File: config.mk
export PLATFORM = sky130hd
export DESIGN_NAME = user_input_reader
export DESIGN_NICKNAME = d
export VERILOG_FILES = /design/src/rtl/user_input_pkg.sv /design/src/rtl/user_input_reader_debounce.sv /design/src/rtl/user_input_reader.sv
export SDC_FILE = /design/constraint.sdc
export NUM_CORES = 1
export LEC_CHECK = 0
export ABC_AREA = 1
export ABC_CLOCK_PERIOD_IN_PS = 2200
export CORE_MARGIN = 10
export CORE_UTILIZATION = 38
export DETAILED_ROUTE_END_ITERATION = 7
export GPL_ROUTABILITY_DRIVEN = 0
export MAX_ROUTING_LAYER = met4
export PLACE_DENSITY = 0.58
export SETUP_SLACK_MARGIN = 0.02
export SYNTH_ARGS = -nofsm -noshare
export SYNTH_HDL_FRONTEND = slang
export SYNTH_HIERARCHICAL = 1
export SYNTH_SLANG_ARGS = --single-unit
File: constraint.sdc
create_clock -name clk_i -period 2.2 [get_ports clk_i]
set_clock_uncertainty 0.1 [all_clocks]
set_input_delay 0.44 -clock clk_i [delete_from_list [all_inputs] [get_ports clk_i]]
set_output_delay 0.44 -clock clk_i [all_outputs]
set_load 0.03 [all_outputs]
File: src/rtl/user_input_pkg.sv
// Shared types and helpers for the push-button / DIP-switch reader.
// Event type codes match the consumer's decode of evt_data_o[top:top-1].
package user_input_pkg;

  typedef enum logic [1:0] {
    EVT_RELEASE = 2'b00,
    EVT_PRESS   = 2'b01,
    EVT_LONG    = 2'b10
  } evt_type_e;

  // Debounce counter holds up to 255 ms; the hold counter saturates at 65535 ms.
  localparam int unsigned DB_CNT_W = 8;
  localparam int unsigned HOLD_W   = 16;

  // Clock cycles per 1 ms tick for an integer MHz system clock.
  function automatic int unsigned TICK_DIV(input int unsigned mhz);
    return mhz * 1000;
  endfunction

endpackage

File: src/rtl/user_input_reader_debounce.sv
// debounce_cell: 2-flop synchroniser, polarity fold, tick-based debouncer and press/release pulses.
// With USER_IN_LONG_PRESS_EN defined it also carries a saturating hold counter driving long_o.
module debounce_cell
  import user_input_pkg::*;
#(
  parameter logic        IN_POLARITY = 1'b0,
  parameter int unsigned DEBOUNCE_MS = 10,
  parameter int unsigned LONG_MS     = 1000
) (
  input  logic clk_i,
  input  logic rstn_i,
  input  logic raw_i,
  input  logic tick_i,
  output logic level_o,
  output logic press_o,
  output logic release_o,
  output logic long_o
);

  localparam logic [DB_CNT_W-1:0] CNT_LAST = DB_CNT_W'(DEBOUNCE_MS - 1);

  logic                sync1_q, sync2_q;
  logic                sample;
  logic [DB_CNT_W-1:0] cnt_q, cnt_d;
  logic                level_q, level_d;
  logic                press_q, press_d;
  logic                release_q, release_d;

  // Synchroniser resets to the inactive pin level so reset release never looks like an edge.
  assign sample = sync2_q ^ ~IN_POLARITY;

  always_comb begin
    cnt_d     = cnt_q;
    level_d   = level_q;
    press_d   = 1'b0;
    release_d = 1'b0;
    if (tick_i) begin
      if (sample == level_q) begin
        cnt_d = '0;
      end else if (cnt_q == CNT_LAST) begin
        cnt_d     = '0;
        level_d   = ~level_q;
        press_d   = ~level_q;
        release_d = level_q;
      end else begin
        cnt_d = cnt_q + 1'b1;
      end
    end
  end

  always_ff @(posedge clk_i or negedge rstn_i) begin
    if (!rstn_i) begin
      sync1_q   <= ~IN_POLARITY;
      sync2_q   <= ~IN_POLARITY;
      cnt_q     <= '0;
      level_q   <= 1'b0;
      press_q   <= 1'b0;
      release_q <= 1'b0;
    end else begin
      sync1_q   <= raw_i;
      sync2_q   <= sync1_q;
      cnt_q     <= cnt_d;
      level_q   <= level_d;
      press_q   <= press_d;
      release_q <= release_d;
    end
  end

  assign level_o   = level_q;
  assign press_o   = press_q;
  assign release_o = release_q;

`ifdef USER_IN_LONG_PRESS_EN
  localparam logic [HOLD_W-1:0] HOLD_LAST = HOLD_W'(LONG_MS - 1);

  logic [HOLD_W-1:0] hold_q, hold_d;
  logic              long_q, long_d;

  // A release tick never also fires LONG, so one serialiser slot per input per tick suffices.
  always_comb begin
    hold_d = hold_q;
    long_d = 1'b0;
    if (!level_q) begin
      hold_d = '0;
    end else if (tick_i && !release_d) begin
      long_d = (hold_q == HOLD_LAST);
      if (hold_q != '1) hold_d = hold_q + 1'b1;
    end
  end

  always_ff @(posedge clk_i or negedge rstn_i) begin
    if (!rstn_i) begin
      hold_q <= '0;
      long_q <= 1'b0;
    end else begin
      hold_q <= hold_d;
      long_q <= long_d;
    end
  end

  assign long_o = long_q;
`else
  // No hold counter in this build, so LONG_MS has no effect.
  assign long_o = 1'b0 & (LONG_MS == 0);
`endif

endmodule

File: src/rtl/user_input_reader.sv
// Board input reader: 1 ms prescaler, one debounce_cell per pin, pending-event serialiser and event FIFO.
// Optional macro USER_IN_LONG_PRESS_EN adds LONG events; port list and event width are the same either way.
module user_input_reader
  import user_input_pkg::*;
#(
  parameter  int unsigned CLK_IN_MHZ  = 12,
  parameter  int unsigned N_IN        = 8,
  parameter  logic        IN_POLARITY = 1'b0,
  parameter  int unsigned DEBOUNCE_MS = 10,
  parameter  int unsigned LONG_MS     = 1000,
  parameter  int unsigned FIFO_DEPTH  = 4,
  localparam int unsigned IDX_W       = (N_IN > 1) ? $clog2(N_IN) : 1
) (
  input  logic             clk_i,
  input  logic             rstn_i,
  input  logic [N_IN-1:0]  in_raw_i,
  output logic [N_IN-1:0]  in_level_o,
  output logic [N_IN-1:0]  in_press_o,
  output logic [N_IN-1:0]  in_release_o,
  output logic             evt_valid_o,
  output logic [IDX_W+1:0] evt_data_o,
  input  logic             evt_ready_i,
  output logic             evt_ovf_o
);

  localparam int unsigned           DIV        = TICK_DIV(CLK_IN_MHZ);
  localparam int unsigned           PRESC_W    = (DIV > 1) ? $clog2(DIV) : 1;
  localparam logic [PRESC_W-1:0]    PRESC_LAST = PRESC_W'(DIV - 1);
  localparam int unsigned           AW         = $clog2(FIFO_DEPTH);

  typedef struct packed {
    evt_type_e        typ;
    logic [IDX_W-1:0] idx;
  } evt_t;

  // ---------------- 1 ms tick ----------------
  logic [PRESC_W-1:0] presc_q, presc_d;
  logic               tick_q, tick_d;

  always_comb begin
    tick_d  = (presc_q == PRESC_LAST);
    presc_d = tick_d ? '0 : presc_q + 1'b1;
  end

  // ---------------- per-input debouncers ----------------
  logic [N_IN-1:0] long_pulse;

  for (genvar gi = 0; gi < N_IN; gi++) begin : g_cell
    debounce_cell #(
      .IN_POLARITY (IN_POLARITY),
      .DEBOUNCE_MS (DEBOUNCE_MS),
      .LONG_MS     (LONG_MS)
    ) u_cell (
      .clk_i     (clk_i),
      .rstn_i    (rstn_i),
      .raw_i     (in_raw_i[gi]),
      .tick_i    (tick_q),
      .level_o   (in_level_o[gi]),
      .press_o   (in_press_o[gi]),
      .release_o (in_release_o[gi]),
      .long_o    (long_pulse[gi])
    );
  end

  // ---------------- serialiser ----------------
  logic [N_IN-1:0]       pend_q, pend_d;
  logic [N_IN-1:0][1:0]  pend_type_q, pend_type_d;
  logic [N_IN-1:0]       pick_oh;
  logic [IDX_W-1:0]      pick_idx;
  logic                  push;
  evt_t                  push_evt;

  // Descending scan so the lowest pending index wins.
  always_comb begin
    pick_oh  = '0;
    pick_idx = '0;
    for (int i = N_IN - 1; i >= 0; i--) begin
      if (pend_q[i]) begin
        pick_oh    = '0;
        pick_oh[i] = 1'b1;
        pick_idx   = IDX_W'(i);
      end
    end
  end

  assign push         = |pend_q;
  assign push_evt.typ = evt_type_e'(pend_type_q[pick_idx]);
  assign push_evt.idx = pick_idx;

  always_comb begin
    pend_d      = pend_q & ~pick_oh;
    pend_type_d = pend_type_q;
    for (int i = 0; i < N_IN; i++) begin
      if (in_press_o[i]) begin
        pend_d[i]      = 1'b1;
        pend_type_d[i] = EVT_PRESS;
      end else if (in_release_o[i]) begin
        pend_d[i]      = 1'b1;
        pend_type_d[i] = EVT_RELEASE;
      end else if (long_pulse[i]) begin
        pend_d[i]      = 1'b1;
        pend_type_d[i] = EVT_LONG;
      end
    end
  end

  // ---------------- event FIFO ----------------
  logic [AW:0] wr_q, wr_d, rd_q, rd_d;
  logic        ovf_q, ovf_d;
  logic        full, empty, pop, wr_en;
  evt_t        mem_q [FIFO_DEPTH];

  // Extra pointer MSB distinguishes full from empty when the index bits match.
  assign empty = (wr_q == rd_q);
  assign full  = (wr_q[AW] != rd_q[AW]) && (wr_q[AW-1:0] == rd_q[AW-1:0]);
  assign pop   = !empty && evt_ready_i;
  assign wr_en = push && (!full || pop);

  always_comb begin
    wr_d  = wr_en ? wr_q + 1'b1 : wr_q;
    rd_d  = pop   ? rd_q + 1'b1 : rd_q;
    ovf_d = ovf_q | (push && full && !pop);
  end

  always_ff @(posedge clk_i) begin
    if (wr_en) mem_q[wr_q[AW-1:0]] <= push_evt;
  end

  always_ff @(posedge clk_i or negedge rstn_i) begin
    if (!rstn_i) begin
      presc_q     <= '0;
      tick_q      <= 1'b0;
      pend_q      <= '0;
      pend_type_q <= '0;
      wr_q        <= '0;
      rd_q        <= '0;
      ovf_q       <= 1'b0;
    end else begin
      presc_q     <= presc_d;
      tick_q      <= tick_d;
      pend_q      <= pend_d;
      pend_type_q <= pend_type_d;
      wr_q        <= wr_d;
      rd_q        <= rd_d;
      ovf_q       <= ovf_d;
    end
  end

  assign evt_valid_o = !empty;
  assign evt_data_o  = empty ? '0 : mem_q[rd_q[AW-1:0]];
  assign evt_ovf_o   = ovf_q;

endmodule

==> results of run 1 <==
cell families (layout without fill, tap and decap cells):
kind of cell	after synthesis	count (layout)
and+or+nand+nor	500	500
other	8	8
xor gates and xnor gates	26	26
adders and majority gates	22	22
AOI/OAI and AO/OA	95	95
DFF	170	170
buffers and inverters	186	261
report_power, final:
| group | internal [mW] | switching (mW) |
|---|---|---|
| logic | 0.740 | 0.981 |
| clock network | 1.68 | 1.27 |
| registers | 3.45 | 0.157 |
worst max-delay path, stage by stage (launching register included):
cell	delay, ns
dfrtp_2	0.44
buf_4	0.17
o21ai_0	0.18
o22ai_1	0.10
nand2_1	0.06
inv_1	0.05
buf_6	0.13
path summary, 6_finish.rpt:
| kind | from | to | slack [ns] |
|---|---|---|---|
| worst min-delay path | g_cell[3].u_cell/sync1_q | g_cell[3].u_cell/sync2_q | 0.26 |
| worst max register to register | rd_q[1] | mem_q[0][0] | 0.27 |
| min in group asynchronous | rstn_i | g_cell[7].u_cell/cnt_q[3] | 0.40 |
| worst max-delay path | rd_q[0] | evt_data_o[3] | 0.10 |
| max in group asynchronous | rstn_i | tick_q | 0.93 |
| worst min register to register | g_cell[3].u_cell/sync1_q | g_cell[3].u_cell/sync2_q | 0.26 |
routing by layer:
| metal | GRT usage, % | wire (microns) | vias up |
|---|---|---|---|
| met4 | 4.88 | 280 | 0 |
| li1 | - | - | 3231 |
| met2 | 18.9 | 7410 | 79 |
| met5 | - | 0 | - |
| met3 | 2.38 | 424 | 18 |
| met1 | 15.5 | 7980 | 2891 |
timing repair:
action                                 in CTS  in global routing
buffers inserted                            4                  5
endpoints found under the hold margin      33                  0
gates cloned                                0                  1
pin swaps                                   2                  8
setup endpoints to repair                   6                  5
gates resized for setup                     6                 23
hold buffers                                1                  0
layout by cell type (no fill, tap or decap), types with 21 or more instances in the layout:
cell type          n
nand2_1          247
inv_1            154
dfrtp_1          129
nor2_1           103
nand3_1           83
o21ai_0           46
clkdlybuf4s50_1   34
ha_1              22
nand2_2           21
registers in the layout, indices dropped and copies added, names as in the netlist, 8 cells and up:
name,cells
g_cell.u_cell/cnt_q,64
g_cell.u_cell/level_o,8
g_cell.u_cell/press_o,8
pend_q,8
g_cell.u_cell/sync1_q,8
presc_q,14
g_cell.u_cell/sync2_q,8
mem_q,20
g_cell.u_cell/release_o,8
pend_type_q,16
layout make-up:
cell class / instances / share of cell area, %
Clock buffer: 18 / 4.28
Clock inverter: 14 / 1.46
Inverter: 168 / 6.33
Multi-Input combinational cell: 651 / 34.7
Sequential cell: 170 / 43.7
Tap cell: 280 / 3.49
Timing Repair Buffer: 61 / 6.08
metrics by stage:
stage	hold WS, ns	setup TNS [ns]
5_1_grt	0.262	-0.00174
2_1_floorplan	0.0444	0
6_report	0.256	0
4_1_cts	0.257	0
3_3_place_gp	0.246	0
3_5_place_dp	0.247	0
==> run metrics, run 1 <==
status completed; fraction of synthesized area in multiplexers 0%; Slew Limit Fails 0; share of cells above drive strength 1 15.4%; GR Util All Layers 12.2%; Area Growth Syn to Fin 17.0%; Tot Pwr 8.28 mW; IO Pins 42; vias 6,219; clock slew at reported path FFs 0.07 ns; xor and xnor fraction of the mapped netlist area 2.83%; number of flops mapped to enable cells by yosys 20; crit path capture type output pin; grt ovf 0; wire per inst 11.8 microns; setup ws final 0.104 ns; synthesized instance count 1,007; Reg2Reg Depth 6; Cell Area, Synth 8570 sq um; Die W 170 microns; row cnt 54; Die H 170 microns; register bit total from synthesis 170; NumNets Final 1,102; Seq/Total Area, Yosys 51.1%; Avg Inst Size Synth 8.51 sq um; Static Leak 4.67 nW; RSZ-0062 raised after global routing yes; Core Util, Final 45.5%; P per Cell Area 826 nW/um^2; Filler Cell Count 2,084; Setup Viol. Count Final 0; crit path max fanout 10; Inserted Clock Buffers 17; post-route insts no fill 1,362; Max VDD drop 0.000560 V; Hold Path Class reg -> reg; top-count cell post-synth nand2_1; top cells by count, synth nand2_1 (248), inv_1 (157), dfrtp_1 (134), nor2_1 (103), nand3_1 (83); ant diodes 0; DRT antenna net count 0; Post-Synthesis Net Count 1,040; fin crit period 2.10 ns; pin count of the biggest net entering global routing 44; period utilization 95.3%; share of the synthesized area in the top cell type 39.1%; CP startpoint kind flop; Critical Path AT 1.56 ns; Root Buffer clkbuf_16; Compound-Gate Fraction of Synth Area 6.59%; final instance area 10,000 sq um; Top FF cell, synth dfrtp_1; pre-CTS WS 0.0966 ns; DRC Markers 0; Max-Cap Viols 0; die area 29,000 sq um; # port buffers 41; number of global-route vias before repair 6,033; synth top area cells dfrtp_1 (39%), nand2_1 (11%), edfxtp_1 (7.0%); vias per inst 4.57; post-synth top area cell dfrtp_1; simple-gate area share of the yosys netlist 27.1%; area occupied by multi-input gates 3480 sq um; CTS tree built; WS Path Type reg -> out; initial core utilization 38.9%; DP Cell Count 1,319; placed standard-cell area 9290 sq um; Post-synth ARST share 88.2%; Peak Freq 477 MHz; Num Clock Sinks 170; Synth Area in Adders 3.21%; first-pass GRT wire length 28,500 microns; Final HPWL DP 11,600 microns; H-Tree Depth 4; Detailed Route Iter0 Violations 296; Max clock buf depth 2; initial antenna violation count 0; clk_lat worst skew 0.43 ns; Core Footprint 22,000 sq um; Synth Warn # 6; post-synthesis cell type count 42; worst hold stages 0; Hold Vio Cnt, Final 0; Initial DRT Pass Iterations 5; largest family of logic cells by synthesized area simple AND/OR/NAND/NOR gates; CP Data Required Time 1.66 ns; Sequential Area 4380 sq um; Total Wirelength 16,100 microns
Note: power is estimated with default switching activity, not from simulation.
==> run 2: changes to the inputs <==
--- a/config.mk
+++ b/config.mk
@@ -13,6 +13,7 @@
 export GPL_ROUTABILITY_DRIVEN = 0
 export MAX_ROUTING_LAYER = met4
 export PLACE_DENSITY = 0.58
+export RECOVER_POWER = 100
 export SETUP_SLACK_MARGIN = 0.02
 export SYNTH_ARGS = -nofsm -noshare
 export SYNTH_HDL_FRONTEND = slang
==> run 2 against run 1 <==
Against the previous run: combinational power is essentially flat; clock power is essentially flat; via count shrank 0.43%; power fell by 0.14%; setup slack is essentially flat; largest power group unchanged; highest routed layer unchanged.
==> run metrics, run 2 (same netlist as run 1, synthesis figures left out) <==
initial core utilization 38.9%; Hold Vio Cnt, Final 0; crit path capture type output pin; pin count of the biggest net entering global routing 44; NumNets Final 1,102; Num Clock Sinks 170; final hold slack 0.256 ns; Static Leak 4.64 nW; Root Buffer clkbuf_16; Critical Path AT 1.56 ns; CP Data Required Time 1.66 ns; Peak Freq 477 MHz; fin crit period 2.10 ns; Biggest register g_cell.u_cell/cnt_q; Setup Viol. Count Final 0; Final HPWL DP 11,600 microns; Crit path largest cell delay 0.44 ns; grt ovf 0; P per Cell Area 836 nW/um^2; row cnt 54; cell family with most CP delay flip-flops; share of cells above drive strength 1 13.1%; number of global-route vias before repair 6,033; pre-CTS WS 0.0966 ns; worst path bufs/invs 3; # port buffers 41; vias 6,192; Max VDD drop 0.000558 V; period utilization 95.3%; Tot Pwr 8.27 mW; CTS tree built; first-pass GRT wire length 28,500 microns; vias per inst 4.55; Inserted Clock Buffers 17; Slew Limit Fails 0; Initial DRT Pass Iterations 6; Detailed Route Iter0 Violations 260; WS Path Type reg -> out; setup ws final 0.104 ns; Core Footprint 22,000 sq um; Die W 170 microns; max reg flops 64; clk_lat worst skew 0.42 ns; Max clock buf depth 2; die area 29,000 sq um; ant diodes 0; most common cell after layout, fill and taps aside nand2_1; DRC Markers 0; clock slew at reported path FFs 0.07 ns; Area Growth Syn to Fin 15.4%; worst path cell trace buf_4, o21ai_0, o22ai_1, nand2_1, inv_1, buf_6; DRT antenna net count 0; wire per inst 11.9 microns; Hold Path Class reg -> reg; most frequent cells in the layout nand2_1 (253), inv_1 (156), dfrtp_1 (130); Fin Setup TNS 0 ns; Die H 170 microns; crit path max fanout 10; Core Util, Final 44.9%; GR Util All Layers 12.2%; CP max stage cell dfrtp_2; Total Wirelength 16,200 microns; Max-Cap Viols 0; worst rel slew slack 24.9%; H-Tree Depth 4; Slew @ Worst Pin 1.13 ns; RSZ-0062 raised after global routing yes; CP startpoint kind flop; IO Pins 42; status completed; initial antenna violation count 0
## run 2: cell types whose count changed in the layout (fill, tap and decap cells not counted), moves of 3 or more
cell / before / now
buf_4: 16 / 13
clkbuf_2: 0 / 3
clkdlybuf4s50_1: 34 / 26
dlygate4sd3_1: 1 / 9
nand2_1: 247 / 253
nand2_2: 21 / 15
nor2_1: 103 / 114
nor2_4: 16 / 7
o21ai_0: 46 / 53
o21ai_1: 16 / 9
## run 2: where the power goes
group	internal [mW]	switching, mW
sequential	3.45	0.156
combinational	0.730	0.979
clock	1.68	1.27
## run 2: layer usage
layer	share of wire (%)	vias to the layer above	track usage, %
li1	-	3228	-
met1	50	2869	15.5
met2	45	81	18.9
met3	2.8	14	2.38
met4	1.6	0	4.88
met5	0	-	-
## run 2: worst paths after layout
| kind | startpoint | slack, ns | end | depth (start not counted) |
|---|---|---|---|---|
| worst max-delay path | rd_q[0] | 0.10 | evt_data_o[3] | 6 |
| worst min-delay path | g_cell[3].u_cell/sync1_q | 0.26 | g_cell[3].u_cell/sync2_q | 0 |
| min in group asynchronous | rstn_i | 0.66 | g_cell[7].u_cell/cnt_q[3] | 2 |
| worst min register to register | g_cell[3].u_cell/sync1_q | 0.26 | g_cell[3].u_cell/sync2_q | 0 |
| worst max register to register | tick_q | 0.20 | g_cell[6].u_cell/cnt_q[4] | 5 |
| max in group asynchronous | rstn_i | 0.33 | g_cell[2].u_cell/cnt_q[6] | 3 |
## run 2: stage by stage
step	instance area [sq um]	instances
floorplan	8570	1007
global placement	9290	1319
detailed placement	9290	1319
CTS	9930	1356
global route	9880	1362
finish	9880	1362
## run 2: cell type report
cell class	instances	area, sq um
inverter	168	634
tap	280	350
sequential	170	4380
fill	2108	12100
multi-input combinational	651	3370
timing repair buffer	61	573
clock inverter	14	146
clock buffer	18	429
## run 2: what timing repair did
item,CTS,global route
pin swaps,2,8
cloned,0,1
setup endpoints to repair,6,5
hold buffers,1,0
setup buffers,4,5
gates resized for setup,6,23
hold endpoints to repair,33,0
